**config.mk**
```make
export PLATFORM = sky130hd
export DESIGN_NAME = sms_bus_sync
export DESIGN_NICKNAME = d
export VERILOG_FILES = /design/src/rtl/sms_pkg.sv /design/src/rtl/sms_strobe_filt.sv /design/src/rtl/sms_bus_sync.sv
export SDC_FILE = /design/constraint.sdc
export NUM_CORES = 1
export LEC_CHECK = 0
export BUFFER_PORTS_ARGS = -buffer_cell sky130_fd_sc_hd__buf_2
export CAP_MARGIN = 0
export CORE_ASPECT_RATIO = 1.1
export CORE_MARGIN = 2
export CORE_UTILIZATION = 55
export CTS_CLUSTER_SIZE = 30
export DETAILED_ROUTE_END_ITERATION = 10
export PLACE_DENSITY = 0.92
export SLEW_MARGIN = 20
export SYNTH_ARGS = -nofsm -noshare
export SYNTH_HDL_FRONTEND = slang
export SYNTH_HIERARCHICAL = 1
export SYNTH_SLANG_ARGS = --single-unit
```
**constraint.sdc**
```tcl
create_clock -name clk50 -period 3.75 [get_ports clk50]
set_input_delay 0.5625 -clock clk50 [delete_from_list [all_inputs] [get_ports clk50]]
set_output_delay 0.5625 -clock clk50 [all_outputs]
set_load 0.01 [all_outputs]
```
**src/rtl/sms_pkg.sv**
```systemverilog
// Shared types and constants for the SMS mapper bus front-end.
package sms_pkg;

    typedef enum logic [1:0] {
        ST_IDLE,
        ST_FILT,
        ST_CAPT,
        ST_HOLD
    } sms_state_e;

    // Mapper control registers, decoded downstream from wr_addr.
    localparam logic [15:0] SMS_REG_RAM   = 16'hFFFC;
    localparam logic [15:0] SMS_REG_BANK0 = 16'hFFFD;
    localparam logic [15:0] SMS_REG_BANK1 = 16'hFFFE;
    localparam logic [15:0] SMS_REG_BANK2 = 16'hFFFF;

    localparam int DEFAULT_FILT_LEN = 2;
    localparam int FILT_CNT_W       = 3;

endpackage

```
**src/rtl/sms_strobe_filt.sv**
```systemverilog
// Synchronizer plus glitch-filter FSM for a group of active-low strobes;
// the group counts as asserted while any member is low.
module sms_strobe_filt
    import sms_pkg::*;
#(
    parameter int SYNC_STAGES = 2,
    parameter int FILT_LEN    = DEFAULT_FILT_LEN,
    parameter int W           = 1
) (
    input  logic         clk_i,
    input  logic         rst_ni,
    input  logic [W-1:0] strobe_ni,
    output logic [W-1:0] sync_no,
    output logic         accept_o,
    output logic         busy_o
);

    logic [SYNC_STAGES-1:0][W-1:0] sync_q;
    sms_state_e                    state_q, state_d;
    logic [FILT_CNT_W-1:0]         cnt_q, cnt_d;
    logic                          active;

    always_ff @(negedge clk_i) begin
        if (!rst_ni) begin
            sync_q <= '1;
        end else begin
            sync_q <= {sync_q[SYNC_STAGES-2:0], strobe_ni};
        end
    end

    assign sync_no = sync_q[SYNC_STAGES-1];
    assign active  = ~(&sync_no);

    always_ff @(negedge clk_i) begin
        if (!rst_ni) begin
            state_q <= ST_IDLE;
            cnt_q   <= '0;
        end else begin
            state_q <= state_d;
            cnt_q   <= cnt_d;
        end
    end

    // FILT needs the strobe held through FILT_LEN counts before CAPT; HOLD
    // needs FILT_LEN consecutive released cycles, any reassertion restarts it.
    always_comb begin
        state_d = state_q;
        cnt_d   = cnt_q;
        case (state_q)
            ST_IDLE: begin
                if (active) begin
                    state_d = ST_FILT;
                    cnt_d   = FILT_CNT_W'(1);
                end
            end
            ST_FILT: begin
                if (!active) begin
                    state_d = ST_IDLE;
                    cnt_d   = '0;
                end else if (cnt_q == FILT_CNT_W'(FILT_LEN)) begin
                    state_d = ST_CAPT;
                    cnt_d   = '0;
                end else begin
                    cnt_d = cnt_q + FILT_CNT_W'(1);
                end
            end
            ST_CAPT: begin
                state_d = ST_HOLD;
                cnt_d   = '0;
            end
            ST_HOLD: begin
                if (active) begin
                    cnt_d = '0;
                end else if (cnt_q == FILT_CNT_W'(FILT_LEN - 1)) begin
                    state_d = ST_IDLE;
                    cnt_d   = '0;
                end else begin
                    cnt_d = cnt_q + FILT_CNT_W'(1);
                end
            end
            default: begin
                state_d = ST_IDLE;
                cnt_d   = '0;
            end
        endcase
    end

    assign accept_o = (state_q == ST_CAPT);
    assign busy_o   = (state_q != ST_IDLE);

endmodule

```
**src/rtl/sms_bus_sync.sv**
```systemverilog
// Cartridge-bus front-end: turns async write strobes into one clk50 write event.
// Optional RD_STROBE_EN adds a filtered oe path producing rd_stb.
module sms_bus_sync
    import sms_pkg::*;
#(
    parameter int SYNC_STAGES = 2,
    parameter int FILT_LEN    = DEFAULT_FILT_LEN,
    parameter int ADDR_W      = 23
) (
    input  logic              clk50,
    input  logic              rst,
    input  logic              we_lo,
    input  logic              we_hi,
    input  logic              oe,
    input  logic [ADDR_W-1:0] addr,
    input  logic [15:0]       data,
    output logic              wr_stb,
    output logic [ADDR_W-1:0] wr_addr,
    output logic [15:0]       wr_data,
    output logic [1:0]        wr_be,
    output logic              busy,
    output logic              rd_stb
);

    logic [ADDR_W-1:0] addr_smp_q;
    logic [15:0]       data_smp_q;
    logic              wr_stb_q, wr_stb_d;
    logic [ADDR_W-1:0] wr_addr_q, wr_addr_d;
    logic [15:0]       wr_data_q, wr_data_d;
    logic [1:0]        wr_be_q, wr_be_d;
    logic [1:0]        we_sync_n;
    logic              wr_accept;
    logic              wr_busy;

    sms_strobe_filt #(
        .SYNC_STAGES(SYNC_STAGES),
        .FILT_LEN   (FILT_LEN),
        .W          (2)
    ) u_wr_filt (
        .clk_i    (clk50),
        .rst_ni   (rst),
        .strobe_ni({we_hi, we_lo}),
        .sync_no  (we_sync_n),
        .accept_o (wr_accept),
        .busy_o   (wr_busy)
    );

`ifdef RD_STROBE_EN
    logic rd_stb_q, rd_stb_d;
    logic oe_sync_unused;
    logic rd_accept;
    logic rd_busy;

    sms_strobe_filt #(
        .SYNC_STAGES(SYNC_STAGES),
        .FILT_LEN   (FILT_LEN),
        .W          (1)
    ) u_rd_filt (
        .clk_i    (clk50),
        .rst_ni   (rst),
        .strobe_ni(oe),
        .sync_no  (oe_sync_unused),
        .accept_o (rd_accept),
        .busy_o   (rd_busy)
    );

    assign busy   = wr_busy | rd_busy;
    assign rd_stb = rd_stb_q;
`else
    logic oe_unused;

    assign oe_unused = oe;
    assign busy      = wr_busy;
    assign rd_stb    = 1'b0;
`endif

    // A write accepted in the same cycle as a read takes priority; the read is lost.
    always_comb begin
        wr_stb_d  = 1'b0;
        wr_addr_d = wr_addr_q;
        wr_data_d = wr_data_q;
        wr_be_d   = wr_be_q;
`ifdef RD_STROBE_EN
        rd_stb_d  = 1'b0;
`endif
        if (wr_accept) begin
            wr_stb_d  = 1'b1;
            wr_addr_d = addr_smp_q;
            wr_data_d = data_smp_q;
            wr_be_d   = ~we_sync_n;
        end
`ifdef RD_STROBE_EN
        else if (rd_accept) begin
            rd_stb_d  = 1'b1;
            wr_addr_d = addr_smp_q;
        end
`endif
    end

    always_ff @(negedge clk50) begin
        if (!rst) begin
            addr_smp_q <= '0;
            data_smp_q <= '0;
            wr_stb_q   <= 1'b0;
            wr_addr_q  <= '0;
            wr_data_q  <= '0;
            wr_be_q    <= 2'b00;
`ifdef RD_STROBE_EN
            rd_stb_q   <= 1'b0;
`endif
        end else begin
            addr_smp_q <= addr;
            data_smp_q <= data;
            wr_stb_q   <= wr_stb_d;
            wr_addr_q  <= wr_addr_d;
            wr_data_q  <= wr_data_d;
            wr_be_q    <= wr_be_d;
`ifdef RD_STROBE_EN
            rd_stb_q   <= rd_stb_d;
`endif
        end
    end

    assign wr_stb  = wr_stb_q;
    assign wr_addr = wr_addr_q;
    assign wr_data = wr_data_q;
    assign wr_be   = wr_be_q;

endmodule

```
==> impl_metrics.toml <==
[clocking]
cts.sink_count = 90
ctsHoldBuffers = 0
tritoncts = "built"
cts.path.max_buffers = 2
clock_latency_ns = 0.41
cts_inserted_buffers = 9
cts.reportedPaths.clkPinSlew_ns = 0.04
post-cts-setup-buffers = 0
cts.root.buffer_cell = "sky130_fd_sc_hd__clkbuf_8"
h-tree-depth = 3
cts-resized-gates = 0

[global_route]
grt.overflow.total = 0
grt_use_total = 0.185
largest_net_degree_at_the_start_of_global_routing = 65
grt_pass1_wl_mm = 8.78
vias_in_the_first_global_route = 2409
grt_antenna_before_repair = 0

[floorplan]
boundaryPins = 88
chipWidth_um = 75.6
core_area_mm2 = 0.00543
start_util = 0.571
fp.dieArea_mm2 = 0.00626
fp.dieH_um = 82.8
core.rowCount = 28

[setup_path]
slowest_cell_on_the_critical_path = "sky130_fd_sc_hd__dfxtp_1"
worst-path-buf-inv = 2
cp_slowest_stage_delay_ns = 0.49
required_ns = 3.19
setup.worst_path.start_class = "flop"
worstSetupEndpointType = "primary output"
crit_arrival_ns = 3.09
critPathMaxFanout = 9
type_of_the_worst_setup_path = "reg2out"
crit_chain = "nor2_1 > inv_1 > buf_2"
critPathTopFamily = "flip-flops"

[pwr]
vdd_ir_drop_max_v = 0.000407
p_total_mw = 2.04
leakagePower_nw = 2.04
power-per-cell-area_mw_per_mm2 = 505

[synth]
synth_warnings = 6
ys.flop_type = "sky130_fd_sc_hd__dfxtp_1"
avgSynthCellArea_um2 = 11.4
netlist_instances = 273
top_post_synthesis_cells_by_area = "sky130_fd_sc_hd__dfxtp_1 (58%), sky130_fd_sc_hd__mux2i_1 (13%), sky130_fd_sc_hd__and2_1 (8.7%)"
post-synth-top-area-cell = "sky130_fd_sc_hd__dfxtp_1"
synth.lib_cells_used.distinct = 28
yosysSeqAreaShare = 0.581
synth.cell_area_mm2 = 0.00310
synth_enable_flop_cells = 0
post-synth-top-area-fraction = 0.581
mappedNetlistNets = 317
synth_seq_cells = 90
synthArstFlopShare = 0

[sta]
hold_viol = 0
worst-slew-pin-transition_ns = 0.762
slew_violations = 0
relative_slew_slack = 0.491
unrepaired_setup_endpoints_after_global_routing = "no"
finClkSkew_ns = 0.0192
fin_worst_hold_slack_ns = 0.415
final.setup.tns_ns = 0
finalSetupViolations = 0

[drt]
route.detailed.wl_per_inst_um = 11.0
routed_wl_mm = 5.75
first_pass_iters = 4
routed-via-count = 2411
ant_nets = 0
drt-vias-per-instance = 4.61
drt_iter0_markers = 82
post-route-drc-count = 0

[place]
numPortBuffers = 85
dp_cells = 419
place.gp.congestion = 0.729
hpwl_mm = 3.57

[worst_hold_path]
hp-class = "reg2reg"

[cells_and_area]
antennaDiodeCount = 0
post_layout_nonfiller_instances = 523
post_route_cells_drive_above_1_share = 0.237
layout_area_growth_over_synthesis_pct = 30.0
num-nets-final = 487

[flow_run]
max_cap_viol_count = 0

[run_status]
status = "completed"
==> cell usage in the layout (no fill, tap or decap) <==
| cell type | count |
|---|---|
| sky130_fd_sc_hd__nor2_1 | 3 |
| sky130_fd_sc_hd__and3_4 | 1 |
| sky130_fd_sc_hd__inv_4 | 2 |
| sky130_fd_sc_hd__o41ai_1 | 1 |
| sky130_fd_sc_hd__inv_6 | 1 |
| sky130_fd_sc_hd__a22oi_1 | 1 |
| sky130_fd_sc_hd__nor2b_4 | 1 |
| sky130_fd_sc_hd__buf_4 | 2 |
| sky130_fd_sc_hd__clkbuf_8 | 9 |
| sky130_fd_sc_hd__a21boi_1 | 1 |
| sky130_fd_sc_hd__and2_1 | 43 |
| sky130_fd_sc_hd__clkinv_4 | 3 |
| sky130_fd_sc_hd__buf_12 | 1 |
| sky130_fd_sc_hd__o21ai_0 | 6 |
| sky130_fd_sc_hd__o211a_1 | 1 |
| sky130_fd_sc_hd__a21oi_2 | 1 |
| sky130_fd_sc_hd__conb_1 | 1 |
| sky130_fd_sc_hd__or2b_1 | 1 |
| sky130_fd_sc_hd__nand2_1 | 5 |
| sky130_fd_sc_hd__o22ai_1 | 2 |
| sky130_fd_sc_hd__nand2b_1 | 8 |
| sky130_fd_sc_hd__dfxtp_1 | 90 |
| sky130_fd_sc_hd__a31oi_1 | 2 |
| sky130_fd_sc_hd__xor2_1 | 1 |
| sky130_fd_sc_hd__a21oi_1 | 2 |
| sky130_fd_sc_hd__mux2i_1 | 39 |
| sky130_fd_sc_hd__or3b_1 | 1 |
| sky130_fd_sc_hd__nor2b_1 | 40 |
| sky130_fd_sc_hd__inv_1 | 93 |
| sky130_fd_sc_hd__buf_2 | 85 |
| sky130_fd_sc_hd__o21bai_1 | 1 |
==> synthesized netlist by cell type (2+ instances only) <==
cell and count:
sky130_fd_sc_hd__o22ai_1 2, sky130_fd_sc_hd__buf_6 3, sky130_fd_sc_hd__nor2_1 3, sky130_fd_sc_hd__nand2b_1 8, sky130_fd_sc_hd__dfxtp_1 90, sky130_fd_sc_hd__nor2b_1 41, sky130_fd_sc_hd__clkbuf_1 5, sky130_fd_sc_hd__mux2i_1 39
sky130_fd_sc_hd__buf_2 3, sky130_fd_sc_hd__and2_1 43, sky130_fd_sc_hd__o21ai_0 6, sky130_fd_sc_hd__buf_8 3, sky130_fd_sc_hd__inv_1 4, sky130_fd_sc_hd__a21oi_1 2, sky130_fd_sc_hd__nand2_1 5, sky130_fd_sc_hd__buf_4 3
sky130_fd_sc_hd__a31oi_1 2
==> logic make-up after synthesis <==
logic type      synth area share
simple gates               0.204
flops                      0.581
mux                        0.126
buf+inv                   0.0484
compound gates            0.0371
xor+xnor                 0.00282
other cells              0.00121
==> cell type report <==
class / count / area (um2)
clock buffer: 9 / 124
clock inverter: 97 / 389
fill: 421 / 1400
inverter: 2 / 7.51
multi-input combinational: 162 / 1160
sequential: 90 / 1800
tap: 75 / 93.8
timing repair buffer: 88 / 460
==> sequential cells by signal, summed over array words and instances, names as in the netlist, named ones only <==
register,count
u_wr_filt/state_q,1
addr_smp_q,23
wr_stb,1
data_smp_q,16
u_wr_filt/sync_q,2
u_wr_filt/sync_no,2
wr_addr,23
wr_be,2
u_wr_filt/cnt_q,3
wr_data,16
==> routing by layer <==
metal	part of all wire	global-route usage	vias up
met5	0	0	-
met4	0.0094	0.112	0
met3	0.048	0.121	7
met2	0.54	0.310	58
met1	0.40	0.162	1131
li1	-	-	1215
==> through the flow <==
step | area [um2] | utilization | setup slack, ns
floorplan | 3100 | - | 0.678
global placement | 3530 | 0.650 | 0.546
detailed placement | 3530 | 0.650 | 0.528
CTS | 4040 | 0.743 | 0.0949
global route | 4040 | 0.743 | 0.0420
finish | 4040 | 0.743 | 0.100
==> path summary, 6_finish.rpt <==
kind	cells past startpoint	startpoint	end	slack, ns
max	3	flop	busy	0.10
min	1	u_wr_filt/sync_q[1]	u_wr_filt/sync_no[1]	0.41
max reg2reg	4	flop	wr_addr[16]	1.61
min reg2reg	1	u_wr_filt/sync_q[1]	u_wr_filt/sync_no[1]	0.41
==> power by group <==
part / internal [mW] / switching, mW
Sequential: 0.992 / 0.0122
Combinational: 0.0462 / 0.0337
Clock: 0.370 / 0.582
Total: 1.41 / 0.628
(Power assumes the default switching activity.)
